==> config.mk <==
export PLATFORM = sky130hd
export DESIGN_NAME = data_mem_ctrl
export DESIGN_NICKNAME = d
export VERILOG_FILES = /design/src/rtl/data_mem_ctrl.sv
export SDC_FILE = /design/constraint.sdc
export NUM_CORES = 2
export LEC_CHECK = 0
export CORE_MARGIN = 5
export CORE_UTILIZATION = 40
export CTS_CLUSTER_DIAMETER = 30
export DETAILED_ROUTE_END_ITERATION = 6
export GPL_ROUTABILITY_DRIVEN = 0
export PLACE_DENSITY = 0.64
export SYNTH_ARGS = -nofsm -noshare
export SYNTH_HDL_FRONTEND = slang
export SYNTH_SLANG_ARGS = --single-unit
==> constraint.sdc <==
create_clock -name clk -period 5.6 [get_ports clk]
set_input_delay 1.12 -clock clk [delete_from_list [all_inputs] [get_ports clk]]
set_output_delay 1.12 -clock clk [all_outputs]
set_load 0.01 [all_outputs]
==> src/rtl/data_mem_ctrl.sv <==
// Word-organised little-endian data memory with byte/half/word access, load extension and a request/done handshake.
// Latency LATENCY+1 cycles from accept to done; requests seen while busy are dropped. Optional macro: DMEM_ALIGN_CHECK_EN.
module data_mem_ctrl #(
    parameter int DEPTH   = 64,
    parameter int ADDR_W  = 8,
    parameter int LATENCY = 2
) (
    input  logic              clk,
    input  logic              rst_n,
    input  logic [ADDR_W-1:0] addr,
    input  logic [31:0]       wd,
    input  logic [1:0]        size,
    input  logic              sign,
    input  logic              memwrite,
    input  logic              memread,
    output logic [31:0]       rd,
    output logic              busy,
    output logic              done,
    output logic              err
);
    localparam int IDX_W = $clog2(DEPTH);

    typedef enum logic [1:0] {IDLE, WAIT, ACCESS} state_t;

    state_t           state_q;
    logic [3:0]       cnt_q;
    logic [IDX_W-1:0] idx_q;
    logic [1:0]       lane_q;
    logic [31:0]      wd_q;
    logic [1:0]       size_q;
    logic             sign_q;
    logic             write_q;
    logic             fault_q;
    logic             busy_q;
    logic             done_q;
    logic             err_q;
    logic [31:0]      rd_q;

    logic [31:0]      mem_q [DEPTH];

    logic [ADDR_W-3:0] widx;
    logic              misalign;
    logic              fault_d;
    logic [31:0]       word_cur;
    logic [31:0]       wmerge_d;
    logic [31:0]       load_d;
    logic [7:0]        byte_sel;
    logic [15:0]       half_sel;

    assign widx = addr[ADDR_W-1:2];

`ifdef DMEM_ALIGN_CHECK_EN
    assign misalign = ((size == 2'b01) && addr[0]) || ((size == 2'b10) && (addr[1:0] != 2'b00));
`else
    assign misalign = 1'b0;
`endif

    assign fault_d = (memread && memwrite) || (size == 2'b11) ||
                     (32'(widx) >= 32'(DEPTH)) || misalign;

    // Faulted requests never reach the memory, so idx_q is always in range here.
    assign word_cur = mem_q[idx_q];
    assign byte_sel = word_cur[{lane_q, 3'b000} +: 8];
    assign half_sel = lane_q[1] ? word_cur[31:16] : word_cur[15:0];

    always_comb begin
        wmerge_d = word_cur;
        load_d   = word_cur;
        case (size_q)
            2'b00: begin
                wmerge_d[{lane_q, 3'b000} +: 8] = wd_q[7:0];
                load_d = {{24{sign_q & byte_sel[7]}}, byte_sel};
            end
            2'b01: begin
                if (lane_q[1]) wmerge_d[31:16] = wd_q[15:0];
                else           wmerge_d[15:0]  = wd_q[15:0];
                load_d = {{16{sign_q & half_sel[15]}}, half_sel};
            end
            default: begin
                wmerge_d = wd_q;
                load_d   = word_cur;
            end
        endcase
    end

    always_ff @(posedge clk) begin
        if (rst_n && (state_q == ACCESS) && write_q && !fault_q) begin
            mem_q[idx_q] <= wmerge_d;
        end
    end

    always_ff @(posedge clk) begin
        if (!rst_n) begin
            state_q <= IDLE;
            cnt_q   <= 4'd0;
            idx_q   <= '0;
            lane_q  <= 2'b00;
            wd_q    <= 32'h0;
            size_q  <= 2'b00;
            sign_q  <= 1'b0;
            write_q <= 1'b0;
            fault_q <= 1'b0;
            busy_q  <= 1'b0;
            done_q  <= 1'b0;
            err_q   <= 1'b0;
            rd_q    <= 32'h0;
        end else begin
            done_q <= 1'b0;
            err_q  <= 1'b0;
            case (state_q)
                IDLE: begin
                    if (memread || memwrite) begin
                        idx_q   <= addr[IDX_W+1:2];
                        lane_q  <= addr[1:0];
                        wd_q    <= wd;
                        size_q  <= size;
                        sign_q  <= sign;
                        write_q <= memwrite;
                        fault_q <= fault_d;
                        busy_q  <= 1'b1;
                        if (LATENCY > 0) begin
                            state_q <= WAIT;
                            cnt_q   <= 4'(LATENCY - 1);
                        end else begin
                            state_q <= ACCESS;
                        end
                    end
                end
                WAIT: begin
                    if (cnt_q == 4'd0) state_q <= ACCESS;
                    else               cnt_q   <= cnt_q - 4'd1;
                end
                ACCESS: begin
                    state_q <= IDLE;
                    busy_q  <= 1'b0;
                    done_q  <= 1'b1;
                    err_q   <= fault_q;
                    if (!fault_q && !write_q) rd_q <= load_d;
                end
                default: state_q <= IDLE;
            endcase
        end
    end

    assign rd   = rd_q;
    assign busy = busy_q;
    assign done = done_q;
    assign err  = err_q;
endmodule

# After elaboration in Yosys (flattened, before gate mapping)
# Memory sizes are Yosys's and may differ from the RTL's. A register that Yosys moved wholly into a read port is not among the register bits.
# Index checks and enable logic that the tools add are counted.
# W data, S select, Z words.
# classes
addsub	2
eq_ne	7
shift	3
muxes	19
n_bitwise	2
n_reduce_logical	20
# ops
cell	count
$pmux W32 S2	2
$mux W16	3
$bwmux W32	1
$shift A8 B7 Y32 const A	1
$shiftx A32 B6 Y8	1
$shiftx A8 B7 Y32	1
$mux W6	2
$reduce_and A2 Y1	5
$mux W4	2
$pmux W4 S2	1
$neg A5 Y7	1
$ne A2 B2 Y1 const B	3
$logic_and A1 B1 Y1	5
$eq A2 B1 Y1 const B	2
$eq A2 B2 Y1 const B	2
$logic_not A2 Y1	2
$logic_not A4 Y1	1
$mux W1	4
$mux W2	2
$pmux W2 S2	1
$reduce_bool A2 Y1	2
$sub A4 B1 Y4 const B	1
$reduce_and A3 Y1	1
$and A1 B1 Y1	2
other kinds (3)	5
# word_totals
register_bits	86
ramBits	2048
output_inout_bits	35
n_memories	1
# memory_table
name	words	width	rd	rd_ports_with_merged_regs	wr	line_no	text
mem_q	64	32	1	1	1	39	logic [31:0] mem_q [DEPTH];

# Depth between registers and ports, before layout
# depth
depth_word	6
depth_mapped	14
depth_no_buf	8

# Worst setup path before layout
# Ideal clock, no wire load.
# synth_timing
kind	register to register
startpoint	register lane_q[1]
endpoint	memory mem_q[0][29] (data pin)
t_arrival_ns	5.244
required_time_ns	4.898
slack_ns	-0.345
path_stages_with_launch	11
n_path_buf	3
period_less_slack_ns	5.945
cell_sequence	dfxtp_1 -> clkbuf_1 -> inv_1 -> buf_1 -> clkbuf_1 -> ha_1 -> nor4_1 -> nand2_1 -> o21ai_0 -> o21ai_0 -> o21ai_0
# synth_between
elab_chain_len	4
elab_cells_between_ends	6
# synth_rtl
element	line_no	text
start, declared	28	logic [1:0] lane_q;
start signal, assigned	114	lane_q <= addr[1:0];
$neg A5 Y7	71	wmerge_d[{lane_q, 3'b000} +: 8] = wd_q[7:0];
$shiftx A8 B7 Y32 or $shift A8 B7 Y32 (tied branches)	71	
$bwmux W32	71	
$pmux W32 S2 (*)	69	case (size_q)
via wmerge_d[29]	45	logic [31:0] wmerge_d;
end, declared	39	
# Mark *: on every way through the listed nets, which the timed path passes. The rest lies on a longest branch.

==> impl_results.md <==
- Vias in the first global route: approximately 46000
- DRT antenna net count: 0
- Core Footprint: 207000 um^2
- Most numerous cell in the Yosys netlist: edfxtp_1
- Final Power: between 40 and 50 mW
- Post-layout min period: 5.03 ns
- Setup repair bufs after CTS: 0
- Worst Hold Class: flip-flop to flip-flop
- Largest net degree at the start of global routing: 65
- GR peak layer: met2
- Share of post-route cells with drive strength above 1: between 30 and 40%
- Distinct cells, synth: 67
- #FFs+latches synth: 2140
- Primary FF master, synth: edfxtp_1
- Max Cap Viol: 0
- Largest vdd supply drop: 348 uV
- Synthesized area per cell: 21.2 um^2
- Final Max Slew Viols: 0
- Layout overhead on the synthesized area: 24.2%
- Mapped Cells: 3933
- Total track usage: roughly 23%
- Row count: 167
- Worst-Skew Late Latency: about 0.96 ns
- Crit path DAT: approximately 5.7 ns
- CP Data Required Time: 6.23 ns
- Initial core utilization: 40.3%
- FF+latch area: 63400 um^2
- Port bufs: 81
- Leakage: around 33 nW
- Post-synthesis sequential area ratio: roughly 76%
- Startpoint Class: flip-flop
- Root Buffer: clkbuf_16
- Final setup margin: 0.572 ns
- Vias per cell: 5.98
- Worst relative slew slack: under 10%
- Hold Fails Final Rpt: 0
- Tightest Pin Transition: 1.40 ns
- Drt pass-1 iters: 7
- Initial antenna violation count: 5
- Met3 Resource Use GR: 6.62%
- CP max FO: 48
- GRT overflow: 0
- # resized after CTS: 0
- F_max: 0.199 GHz
- Synth Cell Area: roughly 83000 um^2
- Post-place setup slack: 0.768 ns
- Yosys top cell by area: edfxtp_1
- Met1 GRT Util: 29.8%
- NumNets Final: 4479
- Die footprint: 218000 um^2
- Worst Skew: 0.0720 ns
- Unrepaired setup endpoints after global routing: no
- TritonCTS clock tree: done
- GR Layer Usage met2: 35.3%
- PwrDens: ~480 nW/um^2
- Cell Area, Placed: 89500 um^2
- Async S/R FF share, synth: 0%
- Global-route wire length before repair: around 350000 um
- Ys Warns: 0
- Status: finished, final reports clean
- CTS buffer count: 417
- Clock Pin Slew Worst Setup and Hold Paths: around 0.050 ns
- Post-synth top area share: 73.7%
- Hold slack final: 0.468 ns
- Clk buf depth: 4
- EDFF count, synth: between 2000 and 2500
- Hold-fix buffers at CTS: 0
- Residual DRC: 0
- Syn nets: 3987
- Worst Path Class, Setup: flip-flop to flip-flop
- Critical Path Sink Type: flip-flop
- Crit share post-route: 89.8%
- IO Pins: 82
- Setup tns final: 0 ns
- H-tree depth: 5
- Multi-input gate area: 19500 um^2
- Die Ht: 467 um
- TritonCTS Sinks: 2140
- Synth cell count leaders: edfxtp_1, mux4_2, nand2_1
- Vias: between 40000 and 50000
- Die Wd: 467 um
- Setup Viol. Count Final: 0
- Detailed router's first-iteration violation count: around 6300
- Routed len/inst: 33.6 um
- Synth top area cells: edfxtp_1, mux4_2, dfxtp_1
- Design area: slightly above 100000 um^2
- Fillcell total: 16300
- Hpwl dp: 146000 um
- WL final: ~250000 um
[final cells by class]
type,count,share of cell area (%)
Clock inverter,282,3.06
Multi-Input combinational cell,1557,18.8
Timing Repair Buffer,293,3.00
Inverter,16,0.0592
Clock buffer,473,10.5
Sequential cell,2140,61.2
Antenna cell,5,0.0121
Tap cell,2788,3.37
[registers in the layout (all words and copies together), names as in the netlist, named ones only]
name,cells
busy,1
cnt_q,4
done,1
err,1
fault_q,1
idx_q,6
lane_q,2
mem_q,2048
rd,32
sign_q,1
size_q,2
state_q,2
wd_q,32
write_q,1
[worst max-delay path, stage by stage (launching register included)]
cell      delay, ns
dfxtp_4        0.80
buf_12         0.30
buf_12         0.27
buf_4          0.30
mux2i_1        0.12
o22ai_1        0.17
nor3_1         0.09
nor4_1         0.67
o22a_1         0.36
a221oi_1       0.14
a211oi_1       0.53
a21o_2         0.35
buf_4          0.54
[routing by layer]
metal,share of wire (%),wire (um)
met1,36,91600
met2,46,117000
met3,11,28700
met4,6.5,16600
met5,0.011,27
[kinds of logic (layout without fill, tap and decap cells)]
family                   count (synthesis)  after routing  share of synthesized area, %
other                                    0              5                             0
XOR/XNOR                                 2              2                        0.0210
multiplexers                           725            725                          17.1
adder cells (fa/ha/maj)                  7              7                         0.105
AND/OR/NAND/NOR                        458            458                          2.39
buffers and inverters                  236           1064                          1.61
flip-flops                            2140           2140                          75.9
AO/OA/AOI/OAI                          365            365                          2.87
[final timing paths]
check                                    end  slack, ns      start  cells after the start
worst max-delay path            mem_q[5][30]       0.57  flip-flop                     12
worst min-delay path                    busy       0.47       busy                      2
worst max register to register  mem_q[5][30]       0.57  flip-flop                     12
worst min register to register          busy       0.47       busy                      2
[power by group]
| group | switching, mW | internal [mW] |
|---|---|---|
| clock | 8.14 | 16.6 |
| sequential | 0.204 | 19.2 |
| combinational | 3.67 | 1.64 |
| total | 12.0 | 37.4 |
[cells in the final DEF, fill, tap and decap left out, types with 11 or more instances in the layout]
master	Yosys	final
a211oi_1	25	25
a21oi_1	98	98
a221oi_1	19	19
a22oi_1	28	28
buf_12	1	57
buf_4	48	155
bufinv_16	0	59
clkbuf_1	59	38
clkbuf_16	0	424
clkbuf_8	0	11
clkdlybuf4s50_1	0	80
clkinv_1	3	64
clkinv_2	0	63
clkinv_4	0	32
clkinvlp_4	0	40
dfxtp_1	92	85
edfxtp_1	2048	2048
inv_6	0	21
mux2_2	35	35
mux2i_1	134	134
mux4_2	556	556
nand2_1	206	206
nand2b_1	12	12
nand3_1	19	19
nor2_1	133	62
nor2_4	0	71
nor2b_1	18	18
nor3_1	27	26
o211ai_1	18	18
o21ai_0	62	55
o221ai_1	19	13
o22ai_1	31	31
[stage by stage]
stage	util, %	std cells
after detailed placement	43.2	6792
after global routing	50.0	7549
after floorplan	-	3933
final	50.0	7554
after global placement	43.2	6792
after CTS	50.0	7547
Note: power is estimated with default switching activity, not from simulation.
